[src/rtl/leitor_display.sv]
// Reads a multiplexed 4-digit 7-segment display and commits one decoded frame once every digit has been captured.
// Latency: 2 sync + SETTLE settle + 1 commit cycles from the completing digit going stable to quadro_novo; no backpressure (the display cannot be stalled).
module leitor_display #(
  parameter int SETTLE  = 4,
  parameter int TIMEOUT = 65535
) (
  input  logic        clk,
  input  logic        rst_n,
  input  logic [3:0]  d,
  input  logic [6:0]  seg,
  input  logic        ponto,
  output logic [15:0] dig_out,
  output logic [3:0]  ponto_out,
  output logic        quadro_novo,
  output logic        valido,
  output logic        erro,
  output logic        inativo
);

  localparam int SW = (SETTLE > 1) ? $clog2(SETTLE) : 1;
  localparam int TW = $clog2(TIMEOUT + 1);
  localparam logic [SW:0] SETTLE_LIM = (SW+1)'(SETTLE - 1);

  typedef enum logic [1:0] {SEM_SELECAO, ESTABILIZANDO, CAPTURADO} estado_t;

  estado_t        estado, estado_nxt;
  logic [3:0]     d_s1, d_s2;
  logic [6:0]     seg_s1, seg_s2, seg_prev;
  logic           ponto_s1, ponto_s2, ponto_prev;
  logic [1:0]     idx, idx_prev;
  logic           sel_vld, mudou, captura, commit, timeout_evt, has_e;
  logic [SW-1:0]  cnt, cnt_nxt;
  logic [SW:0]    cnt_inc;
  logic [TW-1:0]  idle_cnt;
  logic [3:0]     mask, cap_bit;
  logic [15:0]    shadow_dig;
  logic [3:0]     shadow_pt;

  function automatic logic [3:0] decod(input logic [6:0] s);
    case (s)
      7'b0000001: decod = 4'h0;
      7'b1001111: decod = 4'h1;
      7'b0010010: decod = 4'h2;
      7'b0000110: decod = 4'h3;
      7'b1001100: decod = 4'h4;
      7'b0100100: decod = 4'h5;
      7'b0100000: decod = 4'h6;
      7'b0001111: decod = 4'h7;
      7'b0000000: decod = 4'h8;
      7'b0000100: decod = 4'h9;
      7'b1111111: decod = 4'hF;
      default:    decod = 4'hE;
    endcase
  endfunction

  // Exactly one active-low enable selects a digit; the bit position is also its nibble slot.
  always_comb begin
    sel_vld = 1'b1;
    idx     = 2'd0;
    case (d_s2)
      4'b0111: idx = 2'd3;
      4'b1011: idx = 2'd2;
      4'b1101: idx = 2'd1;
      4'b1110: idx = 2'd0;
      default: sel_vld = 1'b0;
    endcase
  end

  assign mudou   = (idx != idx_prev) || (seg_s2 != seg_prev) || (ponto_s2 != ponto_prev);
  assign cnt_inc = {1'b0, cnt} + (SW+1)'(1);

  always_comb begin
    estado_nxt = estado;
    cnt_nxt    = cnt;
    captura    = 1'b0;
    case (estado)
      SEM_SELECAO: begin
        if (sel_vld) begin
          estado_nxt = ESTABILIZANDO;
          cnt_nxt    = '0;
        end
      end
      ESTABILIZANDO: begin
        if (!sel_vld) begin
          estado_nxt = SEM_SELECAO;
          cnt_nxt    = '0;
        end else if (mudou) begin
          cnt_nxt = '0;
        end else if (cnt_inc >= SETTLE_LIM) begin
          captura    = 1'b1;
          estado_nxt = CAPTURADO;
          cnt_nxt    = '0;
        end else begin
          cnt_nxt = cnt_inc[SW-1:0];
        end
      end
      CAPTURADO: begin
        if (!sel_vld) begin
          estado_nxt = SEM_SELECAO;
        end else if (mudou) begin
          estado_nxt = ESTABILIZANDO;
          cnt_nxt    = '0;
        end
      end
      default: begin
        estado_nxt = SEM_SELECAO;
        cnt_nxt    = '0;
      end
    endcase
  end

  assign cap_bit     = captura ? (4'b0001 << idx) : 4'b0000;
  assign commit      = (mask == 4'b1111);
  // A capture in the same cycle pre-empts the timeout.
  assign timeout_evt = !captura && (idle_cnt == TW'(TIMEOUT - 1));
  assign has_e       = (shadow_dig[15:12] == 4'hE) || (shadow_dig[11:8] == 4'hE) ||
                       (shadow_dig[7:4] == 4'hE)   || (shadow_dig[3:0] == 4'hE);

  always_ff @(posedge clk or negedge rst_n) begin
    if (!rst_n) begin
      d_s1        <= 4'hF;
      d_s2        <= 4'hF;
      seg_s1      <= 7'h7F;
      seg_s2      <= 7'h7F;
      ponto_s1    <= 1'b1;
      ponto_s2    <= 1'b1;
      seg_prev    <= 7'h7F;
      ponto_prev  <= 1'b1;
      idx_prev    <= 2'd0;
      estado      <= SEM_SELECAO;
      cnt         <= '0;
      idle_cnt    <= '0;
      mask        <= 4'b0000;
      shadow_dig  <= 16'hFFFF;
      shadow_pt   <= 4'b0000;
      dig_out     <= 16'hFFFF;
      ponto_out   <= 4'b0000;
      quadro_novo <= 1'b0;
      valido      <= 1'b0;
      erro        <= 1'b0;
      inativo     <= 1'b0;
    end else begin
      d_s1       <= d;
      d_s2       <= d_s1;
      seg_s1     <= seg;
      seg_s2     <= seg_s1;
      ponto_s1   <= ponto;
      ponto_s2   <= ponto_s1;
      seg_prev   <= seg_s2;
      ponto_prev <= ponto_s2;
      idx_prev   <= idx;
      estado     <= estado_nxt;
      cnt        <= cnt_nxt;
      quadro_novo <= commit;

      if (captura) begin
        shadow_dig[{idx, 2'b00} +: 4] <= decod(seg_s2);
        shadow_pt[idx]                <= ~ponto_s2;
      end

      if (commit || timeout_evt)
        mask <= cap_bit;
      else
        mask <= mask | cap_bit;

      if (commit) begin
        dig_out   <= shadow_dig;
        ponto_out <= shadow_pt;
        erro      <= has_e;
        valido    <= !has_e;
      end else if (timeout_evt) begin
        valido <= 1'b0;
      end

      if (captura) begin
        idle_cnt <= '0;
        inativo  <= 1'b0;
      end else if (idle_cnt != TW'(TIMEOUT)) begin
        idle_cnt <= idle_cnt + TW'(1);
        if (timeout_evt)
          inativo <= 1'b1;
      end
    end
  end

endmodule

[config.mk]
export PLATFORM = sky130hd
export DESIGN_NAME = leitor_display
export DESIGN_NICKNAME = d
export VERILOG_FILES = /design/src/rtl/leitor_display.sv
export SDC_FILE = /design/constraint.sdc
export NUM_CORES = 1
export LEC_CHECK = 0
export CAP_MARGIN = 0
export CELL_PAD_IN_SITES_DETAIL_PLACEMENT = 0
export CELL_PAD_IN_SITES_GLOBAL_PLACEMENT = 2
export CORE_MARGIN = 4
export CORE_UTILIZATION = 38
export DETAILED_ROUTE_END_ITERATION = 16
export GPL_ROUTABILITY_DRIVEN = 0
export PLACE_DENSITY_LB_ADDON = 0.05
export SYNTH_ARGS = -nofsm -noshare
export SYNTH_HDL_FRONTEND = slang
export SYNTH_SLANG_ARGS = --single-unit
[constraint.sdc]
create_clock -name clk -period 2.6 [get_ports clk]
set_input_delay 0.65 -clock clk [delete_from_list [all_inputs] [get_ports clk]]
set_output_delay 0.65 -clock clk [all_outputs]
set_load 0.02 [all_outputs]
Word-level counts from Yosys, hierarchy flattened
Cells that the tools add are included.

Shift operators: 3. Reductions and logical operators: 19. Equal/unequal tests: 32. Magnitude comparators: 3. Bitwise logic cells: 2. Add/subtract/negate cells: 3. Mux-type cells: 35.

Operator list (number): one-hot mux 4 bit (11 select lines) (1); equality test 4 bit (second input constant) (8); two-way mux 16 bit (2); two-way mux 2 bit (12); equality test 7 bit (second input constant) (3); one-hot mux 2 bit (3 select lines) (3); adder 16 x 1 -> 16 bit (second input constant) (1); bitwise mux 16 bit (1); equality test 16 bit (second input constant) (1); != test 16 bit (second input constant) (1); variable shift 4 x 6 -> 16 bit (first input constant) (1); indexed part select 4 x 6 -> 16 bit (1); equality test 7 x 3 -> 1 bit (second input constant) (2); equality test 7 x 6 -> 1 bit (second input constant) (2); two-way mux 4 bit (3); two-way mux 1 bit (11); != test 3 bit (second input constant) (3); equality test 7 x 1 -> 1 bit (second input constant) (1); equality test 7 x 4 -> 1 bit (second input constant) (1); equality test 7 x 5 -> 1 bit (second input constant) (1); logical NOT 7 bit (1); != test 7 bit (1); logical OR 1 bit (6); != test 2 bit (second input constant) (3); other kinds (23) (27).

Output and inout port bits: 24. Bits in registers: 102. Word-level logic and storage cells: 118. Input port bits: 14.

Longest topological paths before layout
Gate-level depths: netlist of the first run.

Depth after elaboration: 13. Gate-level depth with buffers: 9. Mapped depth without buffers: 9.

Least setup slack after synthesis of the first run
Ideal clock, no wire load.

Path type: flip-flop to flip-flop. Start: reg d_s2[3]. End: reg shadow_dig[13]. Buffers on the path: 0. Cell stages (with the launch flop): 9. Data required time: 2.526 ns. Library setup time: 0.074 ns. Data arrival time: 2.105 ns. Clock period less this slack: 2.179 ns. Slack: 0.421 ns. Cell sequence: dfstp_2 xnor2_1 nor2_2 inv_1 ha_1 nor4_1 and2_1 nand4_1 o21bai_1.

Longest elaborated chain between the ends: 8. Elaborated cells on any way between the ends: 17. Classes of those cells: 1 x add/sub; 5 x eq/ne; 2 x shift; 6 x mux; 3 x reduce/logical.

Ends and longest elaborated chain: start: declaration (RTL line 27) `logic [3:0] d_s1, d_s2;`; start signal: assignment (RTL line 144) `d_s2 <= d_s1;`; equality test 4 bit / equality test 4 x 3 -> 1 bit (equally long branches) (RTL line 60) `case (d_s2)`; one-hot mux 2 bit (3 select lines) * (RTL line 60); net idx[0] (RTL line 30) `logic [1:0] idx, idx_prev;`; branches (longest 6 deep; another with negator 4 -> 6 bit); end signal: indexed assignment (RTL line 157) `shadow_dig[{idx, 2'b00} +: 4] <= decod(seg_s2);`; end: declaration (RTL line 36) `logic [15:0] shadow_dig;`.

Mark *: on every way through the listed nets, which the timed path passes. A chain may end at the register's enable or synchronous reset.

Worst setup path after layout of the first run
Start: reg d_s2[3]. End: reg shadow_dig[13].

Longest elaborated chain between the ends: 8. Elaborated cells on any way between the ends: 17. Classes of those cells: 1 x add/sub; 5 x eq/ne; 2 x shift; 6 x mux; 3 x reduce/logical.

Ends and longest elaborated chain: branches (longest 8 deep; another with negator 4 -> 6 bit).

Several ways; the timed one is not identified.

==> results.txt, run 1 <==
area share of the largest cell type after synthesis - 37.1%
Ant. Diodes - 0
Post-synth top cells - dfstp_2 (64), nand2_1 (50), dfrtp_1 (38), o21ai_0 (30), nand4_1 (24)
Cells after Synth - 412
nets - 477
first-pass GRT wire length - 14,900 um
sequential share of the synthesized area - 58.0%
critical path class - flip-flop to flip-flop
Initial Utilization - 39.2%
Post-Route WL - 8920 um
Fin Setup TNS - 0 ns
CTS buffer count - 9
initial antenna violation count - 0
crit path time final - 2.39 ns
CTS Hold Buffers Added - 0
Die Ht - 117 um
Post-Syn Area - 4540 um^2
final hold violation count - 0
# resized after CTS - 0
Worst Path Required - 2.88 ns
vias per cell - 5.12
FP Rows - 39
Pleak - 2.20 nW
vias in the first global route - 2,907
drt wl/cell - 14.8 um
critical path data arrival time - 2.66 ns
non-filler cells, final - 603
Top FF cell, synth - dfstp_2
Clock Skew - 0.00830 ns
hpwl dp - 6390 um
part of the cycle the worst path needs - 91.8%
DRC - 0
RSZ-0062 raised after global routing - false
post-synth cell types - 50
syn_nets - 434
max-slew violation count - 0
boundary pin count - 38
CP max FO - 5
Synth Register Bits - 102
antenna viol nets, final - 0
DRT iter0 DRCs - 157
Worst Setup End Kind - flip-flop
power density over the cells - 577 nW/um^2
CTS Buffer Depth - 2
drt pass-1 iters - 4
postcts setup bufs - 0
worst path cell trace - xnor2_1 -> or2_2 -> ha_1 -> nor4_1 -> and2_1 -> nand4_1 -> o21bai_1
Startpoint Class - flip-flop
maxcap violations - 0
gr usage total - 14.1%
outcome - complete, no violations
GR Overflow Total - 0
Max VDD drop - 407 uV
clock-pin slew on the worst setup and hold paths - 0.07 ns
clk_lat worst skew - 0.35 ns
Placed Instances - 587
most common cell in the netlist - dfstp_2
CTS tree - yes
CTS H-tree lvls - 3
Hold WC Path Type - input port to asynchronous set/reset pin
final setup vio count - 0
slowest stage delay, CP - 0.57 ns
Fill cells - 1,081
synth top area cells - dfstp_2 (37%), dfrtp_1 (21%), nand2_1 (4.1%)
fraction of layout cells with a size suffix above 1 - 22.4%
slew of the pin with the lowest slew margin - 0.736 ns
PortBufs - 37
FFs w/ async S/R, synth - 100%
syn_area_per_cell - 11.0 um^2
Yosys warnings - 0
Buf/Inv on CP - 0
CTS root buffer - clkbuf_16
die area - 13,700 um^2
via count - 3,090
Placeable Area - 11,600 um^2
Synth area leader - dfstp_2
final instance area - 5390 um^2
DP Area - 5110 um^2
Synth-to-Final Area Change - 18.9%
family with the most delay on the worst path - simple AND/OR/NAND/NOR gates
EDFF count, synth - 0
crit path max-delay cell type - dfstp_2
f_max - 419 MHz
# clock sinks - 102
Slew HR - 50.4%
pin count of the biggest net entering global routing - 42
Die X - 117 um
==> report_power, final <==
group / total, mW / switching [mW] / internal, mW
clock network: 1.29 / 0.586 / 0.706
logic: 0.152 / 0.0876 / 0.0647
registers: 1.67 / 0.0283 / 1.64
==> path summary, 6_finish.rpt <==
path | startpoint | end | slack [ns] | depth (start not counted)
min reg2reg | d_s1[0] | d_s2[0] | 0.36 | 0
max | d_s2[3] | shadow_dig[13] | 0.21 | 7
max in group asynchronous | rst_n | ponto_s2 | 1.58 | 2
min | rst_n | ponto_out[3] | 0.28 | 1
min in group clk | d_s1[0] | d_s2[0] | 0.36 | 0
max reg2reg | d_s2[3] | shadow_dig[13] | 0.21 | 7
==> placed cells by master (no fill, tap or decap), types with 2 or more instances in the layout <==
master / instances
dfstp_2: 64
nand2_1: 50
dfrtp_1: 38
clkdlybuf4s50_1: 36
o21ai_0: 30
nand4_1: 24
inv_1: 20
nor2_1: 16
xnor2_1: 15
and3_1: 12
buf_4: 12
xor2_1: 10
nand3_1: 9
clkbuf_16: 9
nor3_1: 8
a21oi_1: 8
mux2i_1: 8
ha_1: 8
a31oi_1: 7
and2_1: 7
o21bai_1: 6
nand2b_1: 5
or3_1: 4
a41oi_1: 4
mux2_2: 4
and4_1: 3
nor3b_1: 3
o2111ai_1: 3
o2bb2ai_1: 3
a21boi_0: 3
nor2_2: 2
o22ai_1: 2
o211ai_1: 2
and4b_1: 2
clkbuf_8: 2
buf_12: 2
==> sequential cells by signal, summed over array words and instances (netlist names), 2 cells and up <==
| name | count |
|---|---|
| seg_s1 | 7 |
| ponto_out | 4 |
| dig_out | 16 |
| idle_cnt | 16 |
| d_s1 | 4 |
| shadow_dig | 16 |
| mask | 4 |
| shadow_pt | 4 |
| idx_prev | 2 |
| d_s2 | 4 |
| seg_s2 | 7 |
| seg_prev | 7 |
| estado | 2 |
| cnt | 2 |
==> layer usage <==
layer / vias up / share of wire, % / track usage [%]
met3: 12 / 2.8 / 2.52
met4: 0 / 2.0 / 6.19
met1: 1502 / 51 / 20.3
li1: 1536 / - / -
met2: 40 / 45 / 20.6
met5: - / 0 / 0
==> metrics by stage <==
| step | utilization, % | power [mW] | setup slack, ns | hold slack (ns) |
|---|---|---|---|---|
| after CTS | 46.6 | 3.17 | 0.234 | 0.289 |
| after global placement | 44.2 | 1.85 | 0.321 | 0.345 |
| final | 46.6 | 3.11 | 0.212 | 0.277 |
| after global routing | 46.6 | 3.24 | 0.0809 | 0.310 |
| after floorplan | - | 1.76 | 0.421 | 0.345 |
| after detailed placement | 44.2 | 1.85 | 0.253 | 0.347 |
==> logic make-up after synthesis <==
kind of cell	synth area share (%)
buf+inv	3.89
mux	2.76
simple gates	17.4
flops	58.0
fa+ha+maj	2.21
compound gates	10.5
xor+xnor	5.19
==> cell type report <==
class	instances	area (um^2)	share of cell area [%]
multi-input combinational	271	1730	32.0
sequential	102	2630	48.8
timing repair buffer	50	490	9.10
clock inverter	4	28.8	0.534
tap	143	179	3.32
clock buffer	12	256	4.76
inverter	21	78.8	1.46
==> worst register-to-register path: stages (launching register included) <==
cell and delay, ns:
dfstp_2 0.57, xnor2_1 0.14, or2_2 0.35, ha_1 0.32
nor4_1 0.52, and2_1 0.20, nand4_1 0.09, o21bai_1 0.13
Note: power is estimated with default switching activity, not from simulation.
==> run 2: changes to the inputs <==
ABC_CLOCK_PERIOD_IN_PS = 2600   (was default)
TNS_END_PERCENT = 20   (was default)
==> results of run 2 <==
The final DEF is identical to that of run 1; final timing and power are the same.
==> run 3: changes to the inputs <==
CAP_MARGIN = 20   (was 0)
SETUP_SLACK_MARGIN = 0.5   (was default)
SKIP_LAST_GASP = 1   (was default)
==> results.txt, run 3 (synthesized netlist as in run 1, its figures left out) <==
slew of the pin with the lowest slew margin - 0.527 ns
Fill cells - 1,037
CTS root buffer - clkbuf_16
Pleak - 2.29 nW
Buf/Inv on CP - 1
Fin Setup TNS - 0 ns
DP Area - 5100 um^2
Worst R2R Start - d_s2[3]
initial antenna violation count - 0
CTS Hold Buffers Added - 0
first-pass GRT wire length - 15,900 um
Slew HR - 64.7%
slowest stage delay, CP - 0.59 ns
Startpoint Class - flip-flop
maxcap violations - 0
Die Ht - 117 um
family with the most delay on the worst path - buffers and inverters
antenna viol nets, final - 0
Max VDD drop - 364 uV
f_max - 472 MHz
Worst Setup End Kind - primary output
RSZ-0062 raised after global routing - true
hold_sp - ponto_s1
FP Rows - 39
GR Util met1 - 20.7%
drt wl/cell - 15.1 um
final hold violation count - 0
met2 Use GR - 22.5%
Synth-to-Final Area Change - 22.9%
hold endpoint - ponto_s2
die area - 13,700 um^2
Placeable Area - 11,600 um^2
crit path time final - 2.12 ns
CTS H-tree lvls - 3
CTS buffer count - 9
worst hold path depth - 0
# clock sinks - 102
nets - 484
end of the worst register-to-register path - shadow_dig[7]
Reg2Reg Depth - 7
M3 GR Usage - 2.98%
pin count of the biggest net entering global routing - 103
hpwl dp - 6290 um
Initial Utilization - 39.2%
final instance area - 5580 um^2
clk_lat worst skew - 0.35 ns
leading cell type in the layout, fill and taps excluded - dfstp_2
DRT iter0 DRCs - 165
CTS Buffer Depth - 2
Ant. Diodes - 0
worst path cell trace - clkdlybuf4s50_1
via count - 3,108
final setup vio count - 0
Worst Path Required - 1.95 ns
biggest regs - dig_out x16, idle_cnt x16, shadow_dig x16
clock-pin slew on the worst setup and hold paths - 0.07 ns
Top Usage Layer GRT - met2
WP depth - 1
critical path data arrival time - 1.47 ns
critical path class - flip-flop to primary output
Clock Skew - 0.00651 ns
CTS tree - yes
PortBufs - 37
vias per cell - 5.10
outcome - complete, no violations
power density over the cells - 574 nW/um^2
Post-Route WL - 9220 um
gr usage total - 14.9%
CP max FO - 2
DRC - 0
vias in the first global route - 3,103
most frequent cells in the layout - dfstp_2 (64), nand2_1 (48), dfrtp_1 (38)
Die X - 117 um
fraction of layout cells with a size suffix above 1 - 25.9%
crit path max-delay cell type - clkdlybuf4s50_1
Worst R2R Setup Slack - 0.55 ns
max-slew violation count - 0
boundary pin count - 38
drt pass-1 iters - 4
part of the cycle the worst path needs - 81.6%
Hold WC Path Type - flip-flop to flip-flop
GR Overflow Total - 0
run 3: per-layer routing:
metal / wire, um / vias up
li1: - / 1552
met1: 4580 / 1491
met2: 4160 / 52
met3: 274 / 13
met4: 201 / 0
met5: 0 / -
run 3: per-stage QoR:
step | utilization (%) | hold WS [ns] | std cells | setup slack [ns] | total power, mW
detailed placement | 44.1 | 0.347 | 585 | 0.327 | 1.85
global route | 48.2 | 0.354 | 610 | 0.408 | 3.34
floorplan | - | 0.345 | 412 | 0.494 | 1.77
finish | 48.2 | 0.353 | 610 | 0.479 | 3.20
CTS | 47.4 | 0.353 | 605 | 0.456 | 3.23
global placement | 44.1 | 0.346 | 585 | 0.428 | 1.84
run 3: where the power goes:
group | switching, mW | internal [mW] | leakage (nW) | total [mW]
clock network | 0.572 | 0.775 | 0.145 | 1.35
logic | 0.101 | 0.0833 | 0.966 | 0.185
registers | 0.0301 | 1.64 | 1.18 | 1.67
total | 0.703 | 2.50 | 2.29 | 3.20
run 3: final cells by class:
type	count	area, um^2	share of cell area [%]
Clock buffer	13	250	4.49
Clock inverter	3	42.5	0.763
Inverter	21	78.8	1.41
Multi-Input combinational cell	271	1840	33.0
Sequential cell	102	2630	47.2
Tap cell	143	179	3.21
Timing Repair Buffer	57	552	9.90
run 3: worst max path at each step:
stage / startpoint / to / slack, ns
3_3_place_gp: d_s2[3] / shadow_dig[5] / 0.43
3_5_place_dp: d_s2[3] / shadow_dig[5] / 0.33
5_1_grt: d_s2[3] / shadow_dig[13] / 0.41
6_report: dig_out[12] / dig_out[12] / 0.48
4_1_cts: dig_out[8] / dig_out[8] / 0.46
2_1_floorplan: d_s2[3] / shadow_dig[5] / 0.49
run 3: repair_timing:
action,4_1_cts,5_1_grt
setup endpoints to repair,27,55
buffers inserted,4,5
gates resized for setup,13,14
pin swaps,2,10
